===== config.mk =====
export PLATFORM = sky130hd
export DESIGN_NAME = fetch_controller
export DESIGN_NICKNAME = d
export VERILOG_FILES = /design/src/rtl/fetch_controller.sv
export SDC_FILE = /design/constraint.sdc
export NUM_CORES = 1
export LEC_CHECK = 0
export ABC_AREA = 1
export CORE_MARGIN = 2
export CORE_UTILIZATION = 30
export DETAILED_ROUTE_END_ITERATION = 6
export PLACE_DENSITY = 0.66
export SETUP_SLACK_MARGIN = 0.1
export SLEW_MARGIN = 15
export SYNTH_ARGS = -nofsm -noshare
export SYNTH_HDL_FRONTEND = slang
export SYNTH_SLANG_ARGS = --single-unit

===== constraint.sdc =====
create_clock -name clk -period 4.8 [get_ports clk]
set_input_delay 0.96 -clock clk [delete_from_list [all_inputs] [get_ports clk]]
set_output_delay 0.96 -clock clk [all_outputs]
set_load 0.05 [all_outputs]

===== src/rtl/fetch_controller.sv =====
// Instruction fetch controller: IDLE/RUN/HALT sequencing, redirect,
// valid/ready output stage and saturating fetch/stall counters.
`ifndef INSTRUCTION_WIDTH
`define INSTRUCTION_WIDTH 32
`endif

module fetch_controller #(
  parameter int          ADDR_WIDTH = 10,
  parameter int          DATA_WIDTH = `INSTRUCTION_WIDTH,
  parameter int unsigned RESET_PC   = 0
) (
  input  logic                  clk,
  input  logic                  rstn,
  input  logic                  start,
  input  logic                  halt_req,
  input  logic                  redirect_valid,
  input  logic [ADDR_WIDTH-1:0] redirect_pc,
  output logic [ADDR_WIDTH-1:0] mem_addr,
  input  logic [DATA_WIDTH-1:0] mem_rdata,
  output logic                  inst_valid,
  input  logic                  inst_ready,
  output logic [DATA_WIDTH-1:0] inst_out,
  output logic [ADDR_WIDTH-1:0] inst_pc,
  output logic [1:0]            state,
  output logic [31:0]           fetch_count,
  output logic [31:0]           stall_count
);

  typedef enum logic [1:0] {
    IDLE = 2'd0,
    RUN  = 2'd1,
    HALT = 2'd2
  } state_t;

  localparam logic [ADDR_WIDTH-1:0] RST_PC =
    ADDR_WIDTH'(RESET_PC);

  state_t                state_q;
  logic                  out_valid;
  logic [ADDR_WIDTH-1:0] out_pc;
  logic [ADDR_WIDTH-1:0] halt_pc;

  logic                  run;
  logic                  accept;
  logic                  stall;
  logic [ADDR_WIDTH-1:0] pc_inc;
  logic [ADDR_WIDTH-1:0] resume;

  assign state      = state_q;
  assign inst_pc    = out_pc;
  assign inst_out   = mem_rdata;
  assign inst_valid = out_valid & ~redirect_valid;

  assign run    = (state_q == RUN);
  assign accept = run & inst_valid & inst_ready;
  assign stall  = run & inst_valid & ~inst_ready;
  assign pc_inc = out_pc + ADDR_WIDTH'(1);
  assign resume = accept ? pc_inc : out_pc;

  // mem_addr is always the address that lands in out_pc next edge
  always_comb begin
    mem_addr = RST_PC;
    case (state_q)
      IDLE: mem_addr = RST_PC;
      RUN: begin
        if (redirect_valid)
          mem_addr = redirect_pc;
        else if (halt_req)
          mem_addr = resume;
        else
          mem_addr = resume;
      end
      HALT: begin
        if (redirect_valid)
          mem_addr = redirect_pc;
        else
          mem_addr = halt_pc;
      end
      default: mem_addr = RST_PC;
    endcase
  end

  always_ff @(posedge clk or negedge rstn) begin
    if (!rstn) begin
      state_q   <= IDLE;
      out_pc    <= RST_PC;
      out_valid <= 1'b0;
      halt_pc   <= RST_PC;
    end else begin
      case (state_q)
        IDLE: begin
          if (start) begin
            state_q   <= RUN;
            out_pc    <= RST_PC;
            out_valid <= 1'b1;
          end
        end
        RUN: begin
          if (redirect_valid) begin
            out_pc    <= redirect_pc;
            out_valid <= 1'b1;
          end else if (halt_req) begin
            halt_pc   <= resume;
            out_valid <= 1'b0;
            state_q   <= HALT;
          end else begin
            out_pc <= resume;
          end
        end
        HALT: begin
          if (redirect_valid)
            halt_pc <= redirect_pc;
          if (start) begin
            out_pc    <= mem_addr;
            out_valid <= 1'b1;
            state_q   <= RUN;
          end
        end
        default: begin
          state_q   <= IDLE;
          out_valid <= 1'b0;
        end
      endcase
    end
  end

  always_ff @(posedge clk or negedge rstn) begin
    if (!rstn) begin
      fetch_count <= '0;
      stall_count <= '0;
    end else begin
      if (accept && fetch_count != '1)
        fetch_count <= fetch_count + 32'd1;
      if (stall && stall_count != '1)
        stall_count <= stall_count + 32'd1;
    end
  end

endmodule


==> impl_metrics.tcl <==
set metrics [dict create \
    grt_overflow_total 0 \
    drv_slew 0 \
    drc 0 \
    cp-end-kind "output port" \
    drive_gt1_frac 0.06295 \
    fin_area_um2 7363 \
    tritoncts.num_buffers 9 \
    placementRows 51 \
    seq_area_frac_synth 0.3600 \
    reg2regPathDepth 9 \
    place_congestion 0.8516 \
    finalCritPeriodShare 0.8454 \
    clock_latency_ns 0.35 \
    drtIter0Drc 458 \
    cts.clk_slew.worst_paths_ns 0.06 \
    ys_warn_count 0 \
    fin_cells 1234 \
    synth_edf_count 0 \
    antenna_found_initial 0 \
    hold-path-cell-count 2 \
    status "finished, final reports clean" \
    ant_nets 0 \
    synth_cell_type_count 35 \
    cts.sinks 87 \
    netlist_top_cells_count "367 x nand2_1, 97 x nor2_1, 87 x dfrtp_1" \
    dp.cells 1218 \
    root_buffer "clkbuf_16" \
    routed-via-count 5796 \
    start_util 0.3087 \
    htree_levels 3 \
    placed_cell_area_um2 7047 \
    hold_path_class "register to register" \
    arrival_ns 3.10 \
    postCtsSetupBuffers 0 \
    hold_violations 0 \
    first_global_vias 5379 \
    syn-num-nets 959 \
    whs_ns 0.5331 \
    fin_util 0.3759 \
    dp_hpwl_um 12290 \
    worstSetupPathType "primary input to output port" \
    start_kind "primary input" \
    die-area_um2 21310 \
    ys_seq_elements 87 \
    cts_resized 0 \
    port-buffer-count 102 \
    synthMostInstantiatedCell "nand2_1" \
    power_density_nw_per_um2 497.7 \
    fmax_mhz 246.4 \
    grt_pass1_wl_um 27550 \
    maxCapViolCount 0 \
    syn_area_um2 6047 \
    avgSynthCellArea_um2 6.704 \
    grt_usage 0.1579 \
    via_per_inst 4.697 \
    ioPinCount 167 \
    p_leak_uw 0.003189 \
    grt_max_degree 59 \
    ir_worst_vdd_mv 0.3375 \
    wl_um 16620 \
    clk_path_buf_depth 2 \
    area_delta_synth_final_pct 21.77 \
    multiInputGateArea_um2 3196 \
    seq_area_um2 2177 \
    yosys-top-cells-area "dfrtp_1 36%, nand2_1 23%, nor2_1 6.0%, inv_1 4.4%, buf_4 4.2%" \
    tns_ns 0 \
    dr.pass1.iters 5 \
    ys.flop_type "dfrtp_1" \
    dieHeight_um 146.0 \
    setup_viol 0 \
    grt_setup_unrepaired "false" \
    path_max_fanout 15 \
    tritoncts "done" \
    period_minus_slack_ns 4.058 \
    n_antenna_cell 0 \
    syn_inst 902 \
    die_x_um 146.0 \
    tightest_slew_ns 0.7897 \
    synth_top_cell_area_share 0.3600 \
    fillers 2054 \
    wl_per_cell_um 13.46 \
    core_um2 19590 \
    postCtsHoldBufs 0 \
    final.setup_skew_ns 0.01151 \
    relSlewSlack 0.4735 \
    critical_path_required_ns 3.84 \
    synth_top_area_cell "dfrtp_1" \
    synthArstFlopShare 1.000 \
    design.final.nets 1021 \
]
-- where the power goes --
group / leakage (uW) / switching, uW / internal [uW]
clock: 0.000145 / 305 / 433
combinational: 0.00189 / 1250 / 559
sequential: 0.00116 / 205 / 910
-- registers in the layout, summed over array words and instances, names as in the netlist --
| name | cells |
|---|---|
| fetch_count | 32 |
| halt_pc | 10 |
| inst_pc | 10 |
| out_valid | 1 |
| stall_count | 32 |
| state | 2 |
-- critical path: stages --
cell and delay, ns:
clkdlybuf4s50_1 0.46, buf_4 0.22, inv_2 0.20, nand4_2 0.23, nor2_2 0.26, xor2_1 0.21
nand2_1 0.09, a21oi_1 0.28, buf_12 0.18
-- logic make-up after synthesis --
logic type / Yosys count / synth area share
xor+xnor: 35 / 0.05069
buf+inv: 133 / 0.1134
flops: 87 / 0.3600
fa+ha+maj: 9 / 0.01862
compound gates: 75 / 0.06932
simple gates: 563 / 0.3880
-- final timing paths --
kind / start / end / slack (ns)
setup reg to reg: state[1] / inst_pc[8] / 1.72
hold reg to reg: fetch_count[28] / fetch_count[28] / 0.53
setup / recovery: redirect_valid / mem_addr[3] / 0.74
max in group asynchronous: rstn / inst_pc[9] / 3.21
min in group asynchronous: rstn / fetch_count[3] / 0.68
hold / removal: fetch_count[28] / fetch_count[28] / 0.53
-- through the flow --
step                      setup WS [ns]  total power (uW)
final                            0.7420              3665
after global routing             0.5825              3888
after CTS                        0.7844              3686
after detailed placement         0.7882              2929
after global placement           0.7911              2917
after floorplan                   1.285              2412
-- final cells by class --
type,count,area share
Multi-Input combinational cell,682,0.4340
Sequential cell,87,0.2957
Timing Repair Buffer,104,0.1421
Tap cell,265,0.04503
Inverter,80,0.04112
Clock buffer,12,0.03483
Clock inverter,4,0.007307
-- placed cells by master, fill, tap and decap left out --
master	instances
buf_12	3
xor2_1	25
clkinv_4	1
nor2_2	5
nor3b_1	1
clkinv_1	2
nand2_1	367
xnor2_1	10
nand2_4	1
inv_1	71
nand2_2	4
nand4_2	1
o21ai_1	7
clkbuf_8	2
o31ai_1	1
o21ai_0	18
a21oi_1	29
buf_4	10
bufinv_16	1
o21bai_1	1
a31oi_1	13
nor3_4	1
clkdlybuf4s50_1	91
inv_4	1
clkbuf_1	1
o21ai_2	6
nor3_2	2
nor2_4	5
nor2_1	97
nand3_1	39
clkinvlp_4	2
dfrtp_1	87
nand3b_1	13
inv_2	6
clkbuf_16	9
nor3_1	21
ha_1	9
nor4_1	1
or2_2	1
nand4_1	4
-- routing by layer --
metal | vias up | track usage | share of wire
met3 | 13 | 0.03981 | 0.069
li1 | 2925 | - | -
met5 | - | 0 | 0
met2 | 171 | 0.2460 | 0.43
met4 | 0 | 0.03495 | 0.010
met1 | 2687 | 0.2213 | 0.49
No activity file was read; power rests on OpenSTA's default activity.
==> edit 1: new RTL, same flow settings <==
Make the reset (`rstn`) synchronous in 2 clocked blocks.
--- a/src/rtl/fetch_controller.sv
+++ b/src/rtl/fetch_controller.sv
@@ -81,5 +81,5 @@
   end
 
-  always_ff @(posedge clk or negedge rstn) begin
+  always_ff @(posedge clk) begin
     if (!rstn) begin
       state_q   <= IDLE;
@@ -125,5 +125,5 @@
   end
 
-  always_ff @(posedge clk or negedge rstn) begin
+  always_ff @(posedge clk) begin
     if (!rstn) begin
       fetch_count <= '0;
Formal check against the unedited RTL: differs if rstn is asserted again (counterexample within 4 cycles, from zero or initial values and one cycle with rstn low); with rstn held inactive, the same outputs for 10 cycles.
==> edit 1 against the unedited design <==
- the flow now finishes with violations (design-rule violations)
- setup slack worse by 0.027 ns
- area after synthesis down 2.2%
- first-iteration DRC count shrank 26%
- via count increased by 6.5%
- register-to-register slack better by 0.61 ns
- final area is 0.53% lower
- sequential cell count unchanged
- routed wire length rose by 3.6%
- die area down 2.1%
- highest routed layer unchanged
Power is not compared: it rests on default switching activity, and its combinational part moved more than twofold at a synthesized area within 25%.
==> edit 1: results (changes against the unedited design) <==
status: "finished with violations"
failed_checks: "design-rule violations"
vias: 6174  # +6.5%
grt_pass1_wl_mm: 27.9  # +1.2%
dr.pass1.iters: 7  # +2
synthTopCellsByCount: "nand2_1, nor2_1, dfxtp_1"
seq_area_frac_synth_pct: 29.4  # -6.6 points
layout-drive-gt1-share_pct: 6.44  # +0.14 points
clk_pin_slew_worst_paths_ns: 0.07
grt_pass1_vias: 5597  # +4.1%
route.detailed.drc: 1  # +1
leakagePower_nw: 2.62
synth_cell_type_count: 34  # -2.9%
crit_arrival_ns: 3.12  # +0.02 ns
wl_per_cell_um: 13.3  # -0.90%
async_flop_share_pct: 0  # -100 points
crit_fanout: 11  # -4
syn_nets: 1023  # +6.7%
synth_ff_type: "dfxtp_1"
skew_ns: 0.0157  # +0.00421 ns
drv_slew: 0  # unchanged
grtUsageTotal_pct: 16.6  # +0.83 points
synth.area.top_cells: "dfxtp_1, nand2_1, nor2_1, a21oi_1, inv_1"
grt_max_degree: 47  # -20%
antenna_cells: 0  # unchanged
drtIter0Drc: 340  # -26%
nets: 1077  # +5.5%
max_slew_margin_pct: 29.8  # -18 points
hpwl_mm: 12.7  # +3.5%
routabilityCongestion: 0.910  # +6.9%
post_cts_buffers: 0  # unchanged
## edit 1: where the power goes
group	internal [mW]	leakage (nW)	total [mW]	switching, mW
sequential	0.795	0.705	0.872	0.0777
clock	0.517	0.169	0.845	0.329
combinational	0.285	1.75	0.893	0.609
## edit 1: cells by family (layout without fill, tap and decap cells)
family                   count (synthesis)  after routing  share of synthesized area [%]
XOR/XNOR                                25             25                           3.70
adder cells (fa/ha/maj)                  9              9                           1.90
flip-flops                              87             87                           29.4
AO/OA/AOI/OAI                          138            138                           12.2
AND/OR/NAND/NOR                        550            550                           39.9
buffers and inverters                  157            216                           12.9
## edit 1: worst max-delay path, stage by stage
cell and delay, ns:
clkdlybuf4s50_1 0.45, nor2_2 0.51, nand3_4 0.29, nor2_1 0.21
xor2_1 0.21, nand2_1 0.07, nand2_1 0.07, nand2_1 0.06
inv_1 0.13, buf_12 0.15
## edit 1: final timing paths
kind,startpoint,end,slack [ns],cells past startpoint
worst max-delay path,redirect_valid,mem_addr[4],0.72,10
worst min-delay path,fetch_count[8],fetch_count[8],0.51,2
worst max register to register,state[1],inst_pc[3],2.33,11
worst min register to register,fetch_count[8],fetch_count[8],0.51,2
## edit 1: cell type report
| cell class | count | share of cell area [%] |
|---|---|---|
| multi-input combinational | 722 | 46.6 |
| sequential | 87 | 23.8 |
| timing repair buffer | 104 | 15.3 |
| inverter | 96 | 4.92 |
| tap | 265 | 4.53 |
| clock buffer | 9 | 3.07 |
| clock inverter | 7 | 1.73 |
## edit 1: metrics by stage
stage / hold WS, ns / instance area, um2 / utilization [%] / setup slack [ns] / cells
after detailed placement: 0.496 / 6970 / 35.9 / 0.738 / 1274
final: 0.508 / 7320 / 37.8 / 0.715 / 1290
after CTS: 0.508 / 7320 / 37.7 / 0.732 / 1290
after global placement: 0.492 / 6970 / 35.9 / 0.763 / 1274
after floorplan: 0.513 / 5920 / - / 1.63 / 966
after global routing: 0.540 / 7320 / 37.8 / 0.567 / 1290
## edit 1: routing by layer
layer / GRT usage [%] / vias to the layer above / routed length (um)
met4: 6.18 / 0 / 293
met5: 0 / - / 0
met1: 21.6 / 2823 / 7760
met3: 2.81 / 23 / 990
li1: - / 3145 / -
met2: 27.6 / 183 / 8170
==> edit 2: new RTL, config.mk and constraints unchanged <==
Made on the original files. Change the parameter `ADDR_WIDTH` from 10 to 9.
--- a/src/rtl/fetch_controller.sv
+++ b/src/rtl/fetch_controller.sv
@@ -6,5 +6,5 @@
 
 module fetch_controller #(
-  parameter int          ADDR_WIDTH = 10,
+  parameter int          ADDR_WIDTH = 9,
   parameter int          DATA_WIDTH = `INSTRUCTION_WIDTH,
   parameter int unsigned RESET_PC   = 0
Interface: changed (resized inst_pc, mem_addr and redirect_pc); port bits go from 167 to 164. The function was not compared with the original's and may differ.
==> edit 2 against the unedited design <==
- sequential power shrank 7%
- sequential cell count is 2 lower
- routed wire length increased by 0.93%
- count of clock-buffer cells in the layout is 1 lower
- final area up 0.82%
- total power shrank 8.2%
- largest power group unchanged
- clock skew decreased by 0.0024 ns
- area after synthesis is 0.64% higher
- synthesized cell count up 1.4%
- setup slack lost 0.040 ns
==> edit 2: results (changes against the unedited design) <==
regArea_mm2: 0.00213  # -2.3%
grtUsageMet1_pct: 22.2  # +0.11 points
synthesis.instances: 915  # +1.4%
dr_wl_met2_mm: 7.68  # +6.3%
crit_fanout: 13  # -2
vias: 5806  # +0.17%
synth_cell_type_count: 34  # -2.9%
nets: 1032  # +1.1%
dr.pass1.iters: 6  # +1
num-clock-buffers: 11  # -1
multi_input_area_share_pct: 43.9  # +0.53 points
wl_per_cell_um: 13.4  # -0.44%
die_w_um: 146  # +0.31%
worstMarginPinSlew_ns: 0.659  # -0.131 ns
ir_drop_uv: 354  # +5.0%
postRouteWirelength_mm: 16.8  # +0.93%
seq_area_frac_synth_pct: 35.0  # -1.1 points
grt_max_degree: 51  # -14%
use_met2_pct: 25.6  # +1.0 points
buffers_excl_clock: 102  # -1.9%
dp_slack_ns: 0.694  # -0.0941 ns
hold_end: "halt_pc[6]"
status: "finished, final reports clean"
min_from: "halt_pc[6]"
use_met3_pct: 3.13  # -0.86 points
multi_input_gates: 703  # +3.1%
skew_ns: 0.00913  # -0.00239 ns
leakagePower_nw: 3.16  # -0.92%
grtUsageTotal_pct: 16.1  # +0.29 points
routabilityCongestion: 0.909  # +6.8%
grt_pass1_wl_mm: 28.1  # +2.1%
worstReg2RegEnd: "halt_pc[6]"
cp_slowest_cell: "nor2_2"
syn_nets: 971  # +1.3%
synth.area.top_cells: "dfrtp_1, nand2_1, nor2_1, buf_4, inv_1"
wl_met1_mm: 7.82  # -3.2%
crit_family: "simple AND/OR/NAND/NOR gates"
layout-drive-gt1-share_pct: 5.20  # -1.1 points
n_all_inverters: 75  # -6.3%
setup_ws_ns: 0.702  # -0.0400 ns
fillers: 2186  # +6.4%
drtIter0Drc: 469  # +2.4%
wl_met3_um: 962  # -16%
dpl.cell_count: 1235  # +1.4%
fin_hold_ws_ns: 0.511  # -0.0221 ns
grt_pass1_vias: 5545  # +3.1%
r2r_slack_ns: 2.23  # +0.51 ns
synth-seq-cells: 85  # -2.3%
buffer_area_share_pct: 14.8  # +0.63 points
slowest_delay_ns: 0.48  # +0.02 ns
critPathCapture: "mem_addr[7]"
synthTopCellsByCount: "nand2_1, nor2_1, dfrtp_1"
crit_arrival_ns: 3.14  # +0.04 ns
## edit 2: cell types whose count changed after synthesis, sizes merged, moves of 4 or more
cell | unedited run | this run
inv | 78 | 73
nand2 | 372 | 396
o21ai | 31 | 25
nand3 | 39 | 45
xnor2 | 10 | 21
a21oi | 29 | 23
nand3b | 13 | 9
xor2 | 25 | 20
## edit 2: kinds of logic (layout without fill, tap and decap cells)
kind of cell | count (synthesis) | count (layout) | share of synthesized area [%]
AO/OA/AOI/OAI | 67 | 67 | 6.37
AND/OR/NAND/NOR | 586 | 586 | 39.5
flip-flops | 85 | 85 | 35.0
adder cells (fa/ha/maj) | 9 | 9 | 1.85
XOR/XNOR | 41 | 41 | 5.90
buffers and inverters | 127 | 193 | 11.5
## edit 2: report_power, final
| part | switching, mW | internal, mW | total (mW) |
|---|---|---|---|
| combinational | 1.05 | 0.540 | 1.59 |
| sequential | 0.177 | 0.859 | 1.04 |
| clock | 0.302 | 0.433 | 0.735 |
